**config.mk**
```make
export PLATFORM = sky130hd
export DESIGN_NAME = linear_network_unicast_seq_1x16
export DESIGN_NICKNAME = d
export VERILOG_FILES = /design/src/rtl/linear_network_unicast_seq_1x16_pkg.sv /design/src/rtl/linear_network_node.sv /design/src/rtl/linear_network_unicast_seq_1x16.sv
export SDC_FILE = /design/constraint.sdc
export NUM_CORES = 1
export LEC_CHECK = 0
export ABC_AREA = 1
export CELL_PAD_IN_SITES_DETAIL_PLACEMENT = 0
export CELL_PAD_IN_SITES_GLOBAL_PLACEMENT = 1
export CORE_MARGIN = 1.5
export CORE_UTILIZATION = 41
export DETAILED_ROUTE_END_ITERATION = 10
export PLACE_DENSITY_LB_ADDON = 0.1
export REMOVE_ABC_BUFFERS = 1
export SLEW_MARGIN = 20
export SYNTH_ARGS = -nofsm -noshare
export SYNTH_HDL_FRONTEND = slang
export SYNTH_HIERARCHICAL = 1
export SYNTH_SLANG_ARGS = --single-unit
```
**constraint.sdc**
```tcl
create_clock -name clk -period 2.3 [get_ports clk]
set_clock_uncertainty 0.05 [all_clocks]
set_input_delay 0.345 -clock clk [delete_from_list [all_inputs] [get_ports clk]]
set_output_delay 0.345 -clock clk [all_outputs]
set_load 0.005 [all_outputs]
```
**src/rtl/linear_network_unicast_seq_1x16_pkg.sv**
```systemverilog
`default_nettype none
// ============================================================================
// Module      : linear_network_unicast_seq_1x16_pkg
// Description : Shared defaults and stage-record type for the 1x16 linear
//               unicast distribution chain.
// Revision    : 1.0 - initial release
// ============================================================================
package linear_network_unicast_seq_1x16_pkg;

    localparam int c_data_width    = 32;
    localparam int c_num_node      = 16;
    localparam int c_command_width = $clog2(c_num_node);

    // One chain stage as it sits in its register: valid flag, destination
    // tag and payload.
    typedef struct packed {
        logic                       valid;
        logic [c_command_width-1:0] tag;
        logic [c_data_width-1:0]    data;
    } stage_t;

endpackage : linear_network_unicast_seq_1x16_pkg
`default_nettype wire

```
**src/rtl/linear_network_node.sv**
```systemverilog
`default_nettype none
// ============================================================================
// Module      : linear_network_node
// Description : One hop of the linear unicast chain. Registers the incoming
//               stage, delivers locally when the tag matches NODE_ID and
//               otherwise forwards the packet to the next hop.
// Revision    : 1.0 - initial release
// ============================================================================
module linear_network_node #(
    parameter int DATA_WIDTH    = 32,
    parameter int COMMAND_WIDTH = 4,
    parameter int NODE_ID       = 0
) (
    input  logic                     clk,
    input  logic                     rst,
    input  logic                     i_valid,
    input  logic [COMMAND_WIDTH-1:0] i_tag,
    input  logic [DATA_WIDTH-1:0]    i_data,
    output logic                     o_dlv_valid,
    output logic [DATA_WIDTH-1:0]    o_dlv_data,
    output logic                     o_fwd_valid,
    output logic [COMMAND_WIDTH-1:0] o_fwd_tag,
    output logic [DATA_WIDTH-1:0]    o_fwd_data
);

    localparam logic [COMMAND_WIDTH-1:0] c_node_tag = COMMAND_WIDTH'(NODE_ID);

    logic                     r_valid;
    logic [COMMAND_WIDTH-1:0] r_tag;
    logic [DATA_WIDTH-1:0]    r_data;

    logic                     w_hit;
    logic                     w_pass;

    // Stage register; upstream already zeroes tag/data of bubbles.
    always_ff @(posedge clk or posedge rst) begin
        if (rst) begin
            r_valid <= 1'b0;
            r_tag   <= '0;
            r_data  <= '0;
        end else begin
            r_valid <= i_valid;
            r_tag   <= i_tag;
            r_data  <= i_data;
        end
    end

    assign w_hit  = r_valid & (r_tag == c_node_tag);
    assign w_pass = r_valid & (r_tag != c_node_tag);

    // Local delivery: payload only visible while the pulse is up.
    assign o_dlv_valid = w_hit;
    assign o_dlv_data  = w_hit ? r_data : '0;

    // Forwarding: a delivered packet stops here, leaving a clean bubble.
    assign o_fwd_valid = w_pass;
    assign o_fwd_tag   = w_pass ? r_tag  : '0;
    assign o_fwd_data  = w_pass ? r_data : '0;

endmodule : linear_network_node
`default_nettype wire

```
**src/rtl/linear_network_unicast_seq_1x16.sv**
```systemverilog
`default_nettype none
// ============================================================================
// Module      : linear_network_unicast_seq_1x16
// Description : Pipelined 1-input / NUM_NODE-output linear unicast network.
//               Packets enter at node 0 and hop one node per clock until the
//               node matching their destination tag delivers them.
// Revision    : 1.0 - initial release
// ============================================================================
module linear_network_unicast_seq_1x16
    import linear_network_unicast_seq_1x16_pkg::*;
#(
    parameter int DATA_WIDTH    = c_data_width,
    parameter int NUM_NODE      = c_num_node,
    parameter int COMMAND_WIDTH = $clog2(NUM_NODE)
) (
    input  logic                           clk,
    input  logic                           rst,
    input  logic                           i_valid,
    input  logic [DATA_WIDTH-1:0]          i_data_bus,
    input  logic                           i_en,
    input  logic [COMMAND_WIDTH-1:0]       i_cmd,
    output logic [NUM_NODE-1:0]            o_valid,
    output logic [NUM_NODE*DATA_WIDTH-1:0] o_data_bus
);

    // Index k is the value node k loads on the next edge; index NUM_NODE is
    // what the last node would hand on, which has no consumer.
    logic                     w_ld_valid [NUM_NODE+1];
    logic [COMMAND_WIDTH-1:0] w_ld_tag   [NUM_NODE+1];
    logic [DATA_WIDTH-1:0]    w_ld_data  [NUM_NODE+1];

    logic                     w_inj;
    logic                     w_unused_tail;

    // Injection: i_en gates only new packets; a refused cycle is a bubble.
    assign w_inj         = i_valid & i_en;
    assign w_ld_valid[0] = w_inj;
    assign w_ld_tag[0]   = w_inj ? i_cmd      : '0;
    assign w_ld_data[0]  = w_inj ? i_data_bus : '0;

    generate
        for (genvar k = 0; k < NUM_NODE; k++) begin : g_node
            linear_network_node #(
                .DATA_WIDTH    (DATA_WIDTH),
                .COMMAND_WIDTH (COMMAND_WIDTH),
                .NODE_ID       (k)
            ) u_node (
                .clk         (clk),
                .rst         (rst),
                .i_valid     (w_ld_valid[k]),
                .i_tag       (w_ld_tag[k]),
                .i_data      (w_ld_data[k]),
                .o_dlv_valid (o_valid[k]),
                .o_dlv_data  (o_data_bus[k*DATA_WIDTH +: DATA_WIDTH]),
                .o_fwd_valid (w_ld_valid[k+1]),
                .o_fwd_tag   (w_ld_tag[k+1]),
                .o_fwd_data  (w_ld_data[k+1])
            );
        end : g_node
    endgenerate

    // In-range tags always stop by the last node, so its forward path is dead.
    assign w_unused_tail = ^{w_ld_valid[NUM_NODE], w_ld_tag[NUM_NODE], w_ld_data[NUM_NODE]};

endmodule : linear_network_unicast_seq_1x16
`default_nettype wire

```
==> metrics.yaml <==
outcome: "finished, violations left"
violations: "setup timing"
syn_to_final_growth_pct: 46.4
fin_tns_setup_ns: -6.33
grt_remaining_overflow: 0
routed_wl_mm: 73.6
ioPinCount: 568
start_util_pct: 41.4
ir_worst_vdd_v: 0.000588
worstPathRequired_ns: 1.90
final_core_util_pct: 60.6
hold_violations: 0
grt_pass1_vias: 18260
cts_root_buf: "clkbuf_16"
die_width_um: 244
core_um2: 57600
timing.rr.end: "g_node[3].u_node/r_data[29]$_DFF_PP0_"
syn_inst: 2522
placementRows: 88
viasPerCell: 4.26
wl_per_cell_um: 17.8
grt_pass1_wl_mm: 106
worstMarginPinSlew_ns: 0.772
dp_hpwl_mm: 49.7
drive_gt1_share_pct: 33.6
crit_family: "buffers and inverters"
synth_warnings: 6
power_uw: 21200
tritoncts: "yes"
clk_pin_slew_worst_paths_ns: 0.06
critPathMaxStageDelay_ns: 0.51
finalMaxSlewViolations: 0
nets: 3355
p_leak_uw: 0.0177
place_congestion: 0.866
grt_max_degree: 38
start_kind: "flop"
setup_ws_ns: -0.157
avgSynthCellArea_um2: 9.45
cp-end-kind: "output port"
io_buffers: 567
cts.sinks: 592
grt_antenna_before_repair: 2
relSlewSlack_pct: 48.4
timing.rr.start: "g_node[2].u_node/r_tag[0]$_DFF_PP0_"
crit_cells: 5
ant_nets: 0
criticalPathCategory: "reg2out"
crit_start: "g_node[14].u_node/r_tag[0]$_DFF_PP0_"
post-route-min-period_ns: 2.46
die_y_um: 244
fillerInstances: 5038
max_cap_viol_count: 0
cts_max_level: 2
clk_latency_ns: 0.62
worst_path_max_delay_cell: "clkdlybuf4s50_1"
powerDensity_nw_per_um2: 607
crit_end: "o_data_bus[475]"
holdCritPathClass: "in2reg"
cp_cell_sequence: "nor2_2 > nand3_2 > buf_12 > nor2_1 > clkdlybuf4s50_1"
rsz0062_at_grt: "true"
whs_ns: 0.189
syn-cell-area_um2: 23800
via_count: 17574
cts_buffers: 61
critical_path_buf_inv_count: 2
r2r_cells: 12
drt_iter0_drc: 623
dr.pass1.iters: 5
fin_crit_sh_pct: 107
dieArea_um2: 59600
worstPathArrival_ns: 2.06
drc: 0
worstPathMaxFanout: 33
rrSetupSlack_ns: 0.17
cts.path.max_buffers: 3
track_usage_pct: 23.5
setup_viol: 115
clock.fmax_mhz: 407
==> cell usage in the layout (no fill, tap or decap), types with 13 or more instances in the layout <==
master,n
clkbuf_1,13
inv_2,19
dlymetal6s2s_1,100
dfrtp_1,590
clkdlybuf4s50_1,45
clkbuf_16,74
nor2_2,214
nor2_4,169
buf_12,57
nor2_1,702
nand3_4,17
buf_4,114
clkbuf_2,144
inv_1,642
dlygate4sd2_1,84
clkbuf_8,19
buf_6,124
nand2_1,46
buf_2,113
==> stage by stage <==
stage,worst slack (ns),instance area (um^2),instances
finish,-0.157,34900,4126
global route,-0.236,34900,4125
CTS,-0.260,33500,4024
detailed placement,0.0659,29900,3799
global placement,0.0749,29900,3799
floorplan,0.457,22700,2426
==> tightest hold or removal path, stage by stage <==
cell and delay [ns]:
clkdlybuf4s50_1 0.39, inv_1 0.05, nor2_1 0.03
==> state kept, by name (all words and copies together), names as in the netlist <==
name / cells
g_node.u_node/r_valid: 16
g_node.u_node/r_data: 512
g_node.u_node/r_tag: 64
==> metal layers <==
metal | track usage (%) | part of all wire (%)
met5 | 0 | 0
met4 | 9.84 | 3.9
met3 | 7.16 | 7.2
met2 | 44.9 | 56
met1 | 23.3 | 33
==> area by class of cell <==
| cell class | instances | area (um^2) | share of cell area (%) |
|---|---|---|---|
| tap | 765 | 957 | 2.74 |
| sequential | 592 | 14800 | 42.5 |
| clock inverter | 15 | 209 | 0.599 |
| antenna | 1 | 2.50 | 0.00717 |
| timing repair buffer | 822 | 7990 | 22.9 |
| multi-input combinational | 1172 | 6560 | 18.8 |
| clock buffer | 93 | 1840 | 5.27 |
| inverter | 666 | 2510 | 7.19 |
==> report_power, final <==
part           total, uW  internal [uW]  switching [uW]  leakage (uW)
sequential         10500          10500            37.8       0.00824
clock              10000           6010            4000       0.00101
combinational        667            199             468       0.00846
==> worst min path at each step <==
stage                                                    from                                    end  slack (ns)  depth (start not counted)
final                                          i_data_bus[19]  g_node[0].u_node/r_data[19]$_DFF_PP0_        0.19                          3
after global routing                           i_data_bus[24]  g_node[0].u_node/r_data[24]$_DFF_PP0_        0.17                          3
after CTS                                      i_data_bus[19]  g_node[0].u_node/r_data[19]$_DFF_PP0_        0.15                          3
after detailed placement  g_node[4].u_node/r_tag[1]$_DFF_PP0_    g_node[5].u_node/r_tag[1]$_DFF_PP0_        0.42                          2
after global placement    g_node[4].u_node/r_tag[1]$_DFF_PP0_    g_node[5].u_node/r_tag[1]$_DFF_PP0_        0.42                          2
after floorplan                                 i_data_bus[0]   g_node[0].u_node/r_data[0]$_DFF_PP0_        0.40                          2
==> what timing repair did <==
item                       in CTS  in global routing
hold buffers                    0                  0
pin swaps                      44                 66
setup endpoints to repair     528                439
gates cloned                   22                 14
resized for setup            1161                747
buffers inserted               95                102
Power figures use the tool's default switching activity.
